<file path="src/rtl/universal_shift_pkg.sv">
// Shared constants for the universal shift register: default width and mode encodings.
package universal_shift_pkg;

    localparam int unsigned DEFAULT_WIDTH = 4;

    localparam logic [1:0] MODE_HOLD = 2'b00;
    localparam logic [1:0] MODE_SHR  = 2'b01;
    localparam logic [1:0] MODE_SHL  = 2'b10;
    localparam logic [1:0] MODE_LOAD = 2'b11;

endpackage

</file>
<file path="src/rtl/universal_shift_next.sv">
// Combinational next-state mux for the universal shift register.
// Ports:
//   s       mode select (hold / shift right / shift left / load)
//   q       current register contents
//   din     parallel load data, used only in load mode
//   sin     serial input bit, enters the vacated end on a shift
//   next_c  value the register takes on the next rising edge
module universal_shift_next
    import universal_shift_pkg::*;
#(
    parameter int unsigned WIDTH = DEFAULT_WIDTH
) (
    input  logic [1:0]       s,
    input  logic [WIDTH-1:0] q,
    input  logic [WIDTH-1:0] din,
    input  logic             sin,
    output logic [WIDTH-1:0] next_c
);

    // Shifted-out bits are dropped; nothing wraps around.
    always_comb begin
        next_c = q;
        case (s)
            MODE_HOLD: next_c = q;
            MODE_SHR:  next_c = {sin, q[WIDTH-1:1]};
            MODE_SHL:  next_c = {q[WIDTH-2:0], sin};
            MODE_LOAD: next_c = din;
            default:   next_c = q;
        endcase
    end

endmodule

</file>
<file path="src/rtl/universal_shift.sv">
// WIDTH-bit universal shift register: hold, shift right, shift left or parallel
// load, selected each clock by a 2-bit mode.
// Ports:
//   clk  rising-edge clock
//   rst  asynchronous active-high reset, clears q
//   s    mode select
//   din  parallel load data
//   sin  serial input bit for both shift directions
//   q    registered register contents
module universal_shift
    import universal_shift_pkg::*;
#(
    parameter int unsigned WIDTH = DEFAULT_WIDTH
) (
    input  logic             clk,
    input  logic             rst,
    input  logic [1:0]       s,
    input  logic [WIDTH-1:0] din,
    input  logic             sin,
    output logic [WIDTH-1:0] q
);

    logic [WIDTH-1:0] next_q;

    universal_shift_next #(
        .WIDTH (WIDTH)
    ) u_next (
        .s      (s),
        .q      (q),
        .din    (din),
        .sin    (sin),
        .next_c (next_q)
    );

    // State register; reset discards any in-progress shift contents.
    always_ff @(posedge clk or posedge rst) begin
        if (rst) begin
            q <= '0;
        end else begin
            q <= next_q;
        end
    end

endmodule

</file>
<file path="config.mk">
export PLATFORM = sky130hd
export DESIGN_NAME = universal_shift
export DESIGN_NICKNAME = d
export VERILOG_FILES = /design/src/rtl/universal_shift_pkg.sv /design/src/rtl/universal_shift_next.sv /design/src/rtl/universal_shift.sv
export SDC_FILE = /design/constraint.sdc
export NUM_CORES = 1
export LEC_CHECK = 0
export BUFFER_PORTS_ARGS = -buffer_cell sky130_fd_sc_hd__buf_2
export CAP_MARGIN = 20
export CORE_AREA = 2 2 39 41
export CTS_CLUSTER_DIAMETER = 150
export DETAILED_ROUTE_END_ITERATION = 12
export DIE_AREA = 0 0 41 43
export GPL_TIMING_DRIVEN = 0
export PLACE_DENSITY = 0.45
export SLEW_MARGIN = 20
export SYNTH_ARGS = -nofsm -noshare
export SYNTH_HDL_FRONTEND = slang
export SYNTH_SLANG_ARGS = --single-unit
</file>
<file path="constraint.sdc">
create_clock -name clk -period 2 [get_ports clk]
set_input_delay 0.1 -clock clk [delete_from_list [all_inputs] [get_ports clk]]
set_output_delay 0.1 -clock clk [all_outputs]
set_load 0.02 [all_outputs]
</file>
==> results of run 1 <==
## routing by layer
metal	wire [microns]	global-route usage
met5	0	0
met4	18	0.100
met3	72	0.0314
met2	176	0.0875
met1	210	0.0872
## cell type report
cell class,instances,share of cell area
Multi-Input combinational cell,4,0.327
Sequential cell,4,0.311
Timing Repair Buffer,13,0.218
Clock buffer,3,0.0700
Tap cell,16,0.0623
Inverter,1,0.0117
## layout by cell type, fill, tap and decap left out
| cell type | count |
|---|---|
| dlygate4sd3_1 | 1 |
| buf_2 | 12 |
| mux4_1 | 4 |
| clkbuf_4 | 3 |
| dfrtp_1 | 4 |
| inv_1 | 1 |
## kinds of logic after synthesis
family | after synthesis | synth area share
buffers and inverters | 1 | 0.0179
DFF | 4 | 0.479
muxes | 4 | 0.503
## per-stage QoR
step           total power [mW]  cells  utilization
2_1_floorplan             0.152      9            -
3_3_place_gp              0.181     37        0.209
3_5_place_dp              0.185     37        0.209
4_1_cts                   0.290     41        0.232
5_1_grt                   0.307     41        0.232
6_report                  0.284     41        0.232
## how the worst min path moves through the flow
stage                       to    from  cells past startpoint
final                     q[0]    s[1]                      2
after global routing      q[1]  din[1]                      2
after CTS                 q[2]    s[0]                      2
after detailed placement  q[1]     rst                      2
after global placement    q[1]     rst                      2
after floorplan           q[0]     rst                      1
## power breakdown
group          leakage, nW  switching (mW)  internal [mW]
registers           0.0468          0.0142         0.0969
logic               0.0990          0.0347         0.0387
clock network       0.0138          0.0328         0.0671
total                0.160          0.0817          0.203
==> key figures, run 1 <==
STA
  – Max_slew headroom: 0.909
  – Final min period: 1.05 ns
  – Max Freq: 954 MHz
  – Setup Skew: 0.000714 ns
  – Fin. Hold Viols: 0
  – Slew @ Worst Pin: 0.136 ns
  – Final period util: 0.524
  – Fin. max-slew vios: 0
  – Worst hold slack: 0.174 ns
  – Setup_tns: 0 ns
  – Fin worst setup slack: 0.951 ns
  – # setup viols final: 0
  – RSZ-0062 raised after global routing: no

Clocking
  – Post-CTS Setup Inserts: 0
  – Cts hold-fix bufs: 1
  – CTS H-tree lvls: 1
  – Worst-path clk slew: 0.04 ns
  – Clock Sinks: 4
  – Later-pin clock latency in the skew report: 0.24 ns
  – Clk root buf: clkbuf_4
  – TritonCTS Buffers: 3
  – CTS tree: yes
  – Post-CTS Resized: 0
  – Clock tree buffer depth: 2

Logic synthesis
  – Mapped Cells: 9
  – Yosys reg bits: 4
  – Top cells by count, synth: 4 x dfrtp_1, 4 x mux4_1, 1 x inv_1
  – Post-synth EDFFs: 0
  – Largest cells by area after synthesis: mux4_1 50%, dfrtp_1 48%, inv_1 1.8%
  – Synth warnings: 0
  – Ys flop type: dfrtp_1
  – Sequential area share after synthesis: 0.479
  – Largest area contributor in the netlist: mux4_1
  – Mapped Nets: 18
  – Mapped cell area: 209 sq um
  – Library cells used by synthesis: 3
  – Synth top area share: 0.503
  – Async S/R FF share, synth: 1.00
  – Synth Area per Inst: 23.2 sq um

Final layout
  – Biggest register: q
  – FF/Latch Area: 100 sq um
  – Multi-input gate area: 105 sq um
  – Largest register FFs: 4
  – Share of cells above drive strength 1: 0.600
  – Filler instances: 150
  – Top flop regs: q x4
  – N_diodes: 0
  – Area Growth Syn to Fin: 53.9%
  – Final instance area: 322 sq um
  – Final nets: 36

Setup path
  – CP Capture Type: flop
  – Number of cells on the critical path: 1
  – Critical path class: flop to flop
  – Worst Path Max Fanout: 4
  – Critical Path Sink: q[3]
  – Cell family with most CP delay: multiplexers
  – Crit path DAT: 1.15 ns
  – Max incr delay on CP: 0.51 ns
  – Cell breakdown of the critical path: mux4_1
  – Setup crit start kind: flop
  – Critical-path top delay cell: mux4_1
  – FF-to-FF path depth: 1
  – Setup slack, reg-to-reg: 0.95 ns
  – Critical Path RT: 2.10 ns
  – Reg-to-reg startpoint: q[2]
  – Reg2reg end: q[3]
  – CP bufs+invs: 0
  – Setup crit start: q[2]

Power
  – LEAKAGE: 0.160 nW
  – Peak VDD IR: 0.197 mV
  – Pwr/cell area: 884 nW/um^2

Detailed routing
  – Iter 0 DRT Violations: 1
  – Via count: 170
  – Detail Route Antenna Nets: 0
  – Routed wire length: 477 microns
  – Vias per inst: 4.15
  – DRT Pass-1 Iters: 2
  – Residual DRC: 0
  – DR WL/cell: 11.6 microns

GRT
  – Global-route congestion overflow total: 0
  – Number of global-route vias before repair: 178
  – First-pass GRT wire length: 759 microns
  – Total GRT Usage: 0.0763
  – Initial antenna violation count: 0
  – Largest net degree at the start of global routing: 5

Min path
  – Class of the worst hold path: input port to flop

Die
  – Die Wd: 41 microns
  – Chip height: 43 microns
  – Die area: 1760 sq um
  – Starting Density: 0.151
  – Row cnt: 14
  – Core ar.: 1380 sq um
  – Ports: 13

Flow run
  – Max-cap violations: 0

Placement
  – Placer Congestion: 0.660
  – Placed Area: 289 sq um
  – Placement Setup Slack: 0.944 ns
  – # port buffers: 12

Outcome
  – Status: completed
(Power assumes the default switching activity.)
==> run 2: changes to the inputs <==
--- a/config.mk
+++ b/config.mk
@@ -12,7 +12,7 @@
 export DETAILED_ROUTE_END_ITERATION = 12
 export DIE_AREA = 0 0 41 43
 export GPL_TIMING_DRIVEN = 0
-export PLACE_DENSITY = 0.45
+export PLACE_DENSITY = 0.46
 export SLEW_MARGIN = 20
 export SYNTH_ARGS = -nofsm -noshare
 export SYNTH_HDL_FRONTEND = slang
==> constraint.sdc (replaced) <==
create_clock -name clk -period 0.9 [get_ports clk]
set_input_delay 0.045 -clock clk [delete_from_list [all_inputs] [get_ports clk]]
set_output_delay 0.045 -clock clk [all_outputs]
set_load 0.02 [all_outputs]
==> run 2 against run 1 <==
The flow now finishes with violations (setup timing). First-iteration DRC count fell by 100%. Clock power rose by 120%. Total power rose by 130%. Sequential power rose by 130%. Sequential share of layout area rose by 2.6 points. Register-to-register slack got worse by 1.1 ns. Cell area fell by 3.1%. Sequential cell count did not move. Wire length fell by 6.7%. Combinational power rose by 130%. Cell count did not move.
==> key figures, run 2 (synthesized netlist as in run 1, its figures left out) <==
Outcome
  – Status: finished, violations left
  – Failing checks: setup timing

GRT
  – Total GRT Usage: 0.0833 (+0.00704)
  – Number of global-route vias before repair: 201 (+13%)
  – Initial antenna violation count: 0 (unchanged)
  – Largest net degree at the start of global routing: 5 (unchanged)
  – First-pass GRT wire length: 834 microns (+9.9%)
  – Global-route congestion overflow total: 0 (unchanged)

Setup path
  – Max incr delay on CP: 0.46 ns (-0.05 ns)
  – Cell breakdown of the critical path: mux4_2
  – Critical-path top delay cell: mux4_2
  – Worst Path Max Fanout: 3 (-1)
  – Cell family with most CP delay: multiplexers
  – Critical Path RT: 1.00 ns (-1.10 ns)
  – CP bufs+invs: 0 (unchanged)
  – CP Capture Type: flop
  – Setup crit start kind: flop
  – Critical path class: flop to flop
  – Setup slack, reg-to-reg: -0.11 ns (-1.06 ns)
  – Crit path DAT: 1.10 ns (-0.05 ns)

Final layout
  – N_diodes: 0 (unchanged)
  – Biggest register: q
  – Fin cells: 41 (unchanged)
  – Filler instances: 149 (-0.67%)
  – Final instance area: 312 sq um (-3.1%)
  – Final nets: 36 (unchanged)
  – Commonest non-fill, non-tap cell in the layout: buf_2
  – Area Growth Syn to Fin: 49.1%
  – Largest register FFs: 4 (unchanged)
  – Most frequent cells in the layout: 12 x buf_2, 4 x mux4_2, 4 x dfrtp_2
  – Top flop regs: q x4
  – Share of cells above drive strength 1: 0.920 (+0.320)

Power
  – Flop pwr share: 0.395 (+0.004)
  – Comb pwr share: 0.265 (+0.007)
  – PnR Total Power: 0.641 mW (+130%)
  – Clock power frac: 0.340 (-0.011)
  – Internal Pwr Total: 0.460 mW (+130%)
  – LEAKAGE: 0.139 nW (-13%)
  – Pwr/cell area: 2060 nW/um^2 (+130%)
  – Switching power share of the total: 0.283 (-0.00418)
  – Switch Pwr: 0.182 mW (+120%)
  – Peak VDD IR: 0.419 mV (+110%)

Clocking
  – Clock tree buffer depth: 2 (unchanged)
  – CTS tree: yes
  – Clock Sinks: 4 (unchanged)
  – Clk root buf: clkbuf_4
  – Worst-path clk slew: 0.04 ns (about the same)
  – Later-pin clock latency in the skew report: 0.23 ns (about the same)
  – CTS H-tree lvls: 1 (unchanged)
  – Post-CTS Setup Inserts: 0 (unchanged)
  – TritonCTS Buffers: 3 (unchanged)

STA
  – RSZ-0062 raised after global routing: yes
  – Setup Skew: 0.000473 ns (-0.000241 ns)
  – Final min period: 1.01 ns (-0.0418 ns)
  – Max_slew headroom: 0.906 (-0.00392)
  – Max Freq: 993 MHz (+4.2%)
  – Slew @ Worst Pin: 0.142 ns (+0.00588 ns)
  – Fin worst setup slack: -0.107 ns (-1.06 ns)
  – Worst hold slack: 0.138 ns (-0.0363 ns)
  – Fin. max-slew vios: 0 (unchanged)
  – Final period util: 1.12 (+0.594)
  – # setup viols final: 4 (+4)
  – Fin. Hold Viols: 0 (unchanged)

Detailed routing
  – DRT Pass-1 Iters: 1 (-1)
  – Residual DRC: 0 (unchanged)
  – Via count: 166 (-2.4%)
  – Routed wire length: 445 microns (-6.7%)
  – DR WL/cell: 10.9 microns (-6.7%)
  – Detail Route Antenna Nets: 0 (unchanged)
  – Vias per inst: 4.05 (-2.4%)
  – Iter 0 DRT Violations: 0 (-1)

Placement
  – Placed Area: 279 sq um (-3.5%)
  – Placed cells: 37 (unchanged)
  – # port buffers: 12 (unchanged)
  – Placement Setup Slack: -0.112 ns (-1.06 ns)
  – Placer Congestion: 0.647 (-2.0%)

Min path
  – Class of the worst hold path: input port to flop

Die
  – Chip height: 43 microns (unchanged)
  – Die area: 1760 sq um (unchanged)
  – Ports: 13 (unchanged)
  – Row cnt: 14 (unchanged)
  – Core ar.: 1380 sq um (unchanged)
  – Die Wd: 41 microns (unchanged)
  – Starting Density: 0.151 (unchanged)

Flow run
  – Max-cap violations: 0 (unchanged)
run 2: cell counts in the layout (fill, tap and decap cells not counted):
Identical to the previous run, type by type.
run 2: per-stage QoR:
stage               setup TNS, ns  utilization
finish                     -0.406        0.225
global route               -0.508        0.225
CTS                        -0.427        0.225
detailed placement         -0.409        0.202
global placement           -0.323        0.202
floorplan                  -0.486            -
run 2: metal layers:
layer,vias up,track usage,wire [microns]
met5,-,0,0
met4,0,0.120,25
met3,4,0.0366,79
met2,15,0.0938,160
met1,74,0.0903,178
li1,73,-,-
run 2: cell type report:
| class | count | area, sq um | area share |
|---|---|---|---|
| tap | 16 | 20.0 | 0.0643 |
| multi-input combinational | 4 | 90.1 | 0.289 |
| sequential | 4 | 105 | 0.337 |
| timing repair buffer | 13 | 70.1 | 0.225 |
| inverter | 1 | 3.75 | 0.0120 |
| clock buffer | 3 | 22.5 | 0.0723 |
run 2: final timing paths:
kind | start | end | cells after the start
setup / recovery | q[0] | q[0] | 1
hold / removal | din[2] | q[2] | 2
setup reg to reg | q[0] | q[0] | 1
hold reg to reg | q[3] | q[2] | 1
max in group asynchronous | rst | q[0] | 3
min in group asynchronous | rst | q[3] | 3
run 2: power groups by stage:
stage | Clock (mW) | Combinational (mW) | Sequential, mW
4_1_cts | 0.229 | 0.172 | 0.254
5_1_grt | 0.260 | 0.182 | 0.260
3_5_place_dp | 0 | 0.169 | 0.257
2_1_floorplan | 0 | 0.0598 | 0.291
3_3_place_gp | 0 | 0.164 | 0.251
6_report | 0.218 | 0.170 | 0.254
run 2: repair_timing:
item / in CTS / in global routing
hold buffers: 1 / 0
endpoints found under the setup margin: 4 / 4
hold endpoints to repair: 4 / 0
cloned: 0 / 0
gates resized for setup: 0 / 0
==> run 3: changes to the inputs <==
--- a/config.mk
+++ b/config.mk
@@ -12,7 +12,6 @@
 export DETAILED_ROUTE_END_ITERATION = 12
 export DIE_AREA = 0 0 41 43
 export GPL_TIMING_DRIVEN = 0
-export PLACE_DENSITY = 0.46
 export SLEW_MARGIN = 20
 export SYNTH_ARGS = -nofsm -noshare
 export SYNTH_HDL_FRONTEND = slang
==> run 3 against run 2 <==
The run still ends with setup timing left. Sequential cell count stayed put. Cell area stayed put. Clock skew is 0.00084 ns higher. Sequential power hardly changed. Maximum frequency is 1.1% higher. Wire length is 9.7% lower. Register-to-register slack hardly changed. Sequential share of layout area stayed put. Hold slack worse by 0.0069 ns. Cell count stayed put. Critical path type unchanged. Critical endpoint is now q[1]. Largest power group unchanged.
==> key figures, run 3 (synthesized netlist as in run 1, its figures left out) <==
Power
  – Pwr/cell area: 2050 nW/um^2 (-0.30%)
  – Peak VDD IR: 0.438 mV (+4.5%)
  – Switching power share of the total: 0.281 (-0.00198)
  – Internal Pwr Total: 0.460 mW (about the same)
  – LEAKAGE: 0.139 nW (unchanged)
  – PnR Total Power: 0.639 mW (-0.30%)
  – Flop pwr share: 0.392 (-0.003)
  – Clock power frac: 0.343 (+0.003)
  – Switch Pwr: 0.180 mW (-1.0%)
  – Comb pwr share: 0.265 (about the same)

GRT
  – Initial antenna violation count: 0 (unchanged)
  – Global-route congestion overflow total: 0 (unchanged)
  – Total GRT Usage: 0.0610 (-0.0224)
  – Largest net degree at the start of global routing: 5 (unchanged)
  – First-pass GRT wire length: 607 microns (-27%)
  – Number of global-route vias before repair: 160 (-20%)

Detailed routing
  – Detail Route Antenna Nets: 0 (unchanged)
  – DR WL/cell: 9.80 microns (-9.7%)
  – Residual DRC: 0 (unchanged)
  – Routed wire length: 402 microns (-9.7%)
  – Vias per inst: 3.76 (-7.2%)
  – DRT Pass-1 Iters: 2 (+1)
  – Via count: 154 (-7.2%)
  – Iter 0 DRT Violations: 1 (+1)

STA
  – Setup Skew: 0.00131 ns (+0.000840 ns)
  – Final period util: 1.11 (-0.0118)
  – Setup_tns: -0.360 ns (+0.0461 ns)
  – # setup viols final: 4 (unchanged)
  – Fin worst setup slack: -0.0963 ns (+0.0106 ns)
  – Slew @ Worst Pin: 0.138 ns (-0.00354 ns)
  – Final min period: 0.996 ns (-0.0106 ns)
  – Fin. max-slew vios: 0 (unchanged)
  – RSZ-0062 raised after global routing: yes
  – Fin. Hold Viols: 0 (unchanged)
  – Max Freq: 1000 MHz (+1.1%)
  – Max_slew headroom: 0.908 (+0.00236)

Setup path
  – Critical Path RT: 1.00 ns (about the same)
  – Number of cells on the critical path: 1 (unchanged)
  – Critical path class: flop to flop
  – FF-to-FF path depth: 1 (unchanged)
  – Setup crit start kind: flop
  – CP bufs+invs: 0 (unchanged)
  – Cell family with most CP delay: multiplexers
  – CP Capture Type: flop
  – Crit path DAT: 1.09 ns (about the same)
  – Max incr delay on CP: 0.46 ns (about the same)
  – Worst Path Max Fanout: 3 (unchanged)
  – Critical-path top delay cell: mux4_2
  – Cell breakdown of the critical path: mux4_2

Outcome
  – Failing checks: setup timing
  – Status: finished, violations left

Die
  – Die Wd: 41 microns (unchanged)
  – Ports: 13 (unchanged)
  – Row cnt: 14 (unchanged)
  – Starting Density: 0.151 (unchanged)
  – Die area: 1760 sq um (unchanged)
  – Core ar.: 1380 sq um (unchanged)
  – Chip height: 43 microns (unchanged)

Clocking
  – Later-pin clock latency in the skew report: 0.23 ns (about the same)
  – TritonCTS Buffers: 3 (unchanged)
  – CTS tree: yes
  – Clk root buf: clkbuf_4
  – CTS H-tree lvls: 1 (unchanged)
  – Worst-path clk slew: 0.04 ns (about the same)
  – Clock Sinks: 4 (unchanged)
  – Post-CTS Resized: 0 (unchanged)
  – Clock tree buffer depth: 2 (unchanged)

Final layout
  – Commonest non-fill, non-tap cell in the layout: buf_2
  – Largest register FFs: 4 (unchanged)
  – Area Growth Syn to Fin: 49.1% (unchanged)
  – Biggest register: q
  – Most frequent cells in the layout: 12 x buf_2, 4 x mux4_2, 4 x dfrtp_2
  – N_diodes: 0 (unchanged)
  – Top flop regs: q x4
  – Final instance area: 312 sq um (unchanged)
  – Share of cells above drive strength 1: 0.920 (unchanged)
  – Final core utilization: 0.225 (unchanged)
  – Final nets: 36 (unchanged)
  – Fin cells: 41 (unchanged)

Flow run
  – Max-cap violations: 0 (unchanged)

Placement
  – # port buffers: 12 (unchanged)
  – Placer Congestion: 0.622 (-3.8%)
  – Placed cells: 37 (unchanged)
  – Placed Area: 279 sq um (unchanged)

Min path
  – Class of the worst hold path: input port to flop
  – Hold Path Stages: 2 (unchanged)
run 3: final cells by class:
cell class	count	area, sq um
repair buffers	13	70.1
well taps	16	20.0
flip-flops and latches	4	105
clock buffers	3	22.5
fillers	145	1070
multi-input cells	4	90.1
inverters	1	3.75
run 3: worst paths after layout:
kind,startpoint,endpoint,slack (ns)
worst max-delay path,q[0],q[1],-0.1
worst min-delay path,din[3],q[3],0.13
worst max register to register,q[0],q[1],-0.1
worst min register to register,q[3],q[3],0.61
max in group asynchronous,rst,q[1],0.51
min in group asynchronous,rst,q[0],0.23
run 3: metal layers:
| layer | GRT usage | routed length (microns) |
|---|---|---|
| met2 | 0.0563 | 127 |
| met3 | 0.0419 | 93 |
| met5 | 0 | 0 |
| met4 | 0.100 | 18 |
| met1 | 0.0635 | 161 |
run 3: through the flow:
| stage | hold slack (ns) | worst slack, ns |
|---|---|---|
| 2_1_floorplan | -0.189 | -0.124 |
| 3_3_place_gp | -0.0699 | -0.0899 |
| 3_5_place_dp | -0.0718 | -0.0915 |
| 4_1_cts | 0.124 | -0.0961 |
| 5_1_grt | 0.129 | -0.121 |
| 6_report | 0.131 | -0.0963 |
run 3: power groups by stage:
stage / sequential (mW) / clock (mW) / combinational [mW]
floorplan: 0.291 / 0 / 0.0598
global placement: 0.258 / 0 / 0.163
detailed placement: 0.254 / 0 / 0.168
CTS: 0.252 / 0.229 / 0.171
global route: 0.256 / 0.237 / 0.179
finish: 0.251 / 0.219 / 0.169
run 3: repair_timing:
| item | CTS | global route |
|---|---|---|
| setup buffers | 0 | 0 |
| endpoints found under the hold margin | 4 | 0 |
| hold buffers | 1 | 0 |
| endpoints found under the setup margin | 4 | 4 |
| gates cloned | 0 | 0 |
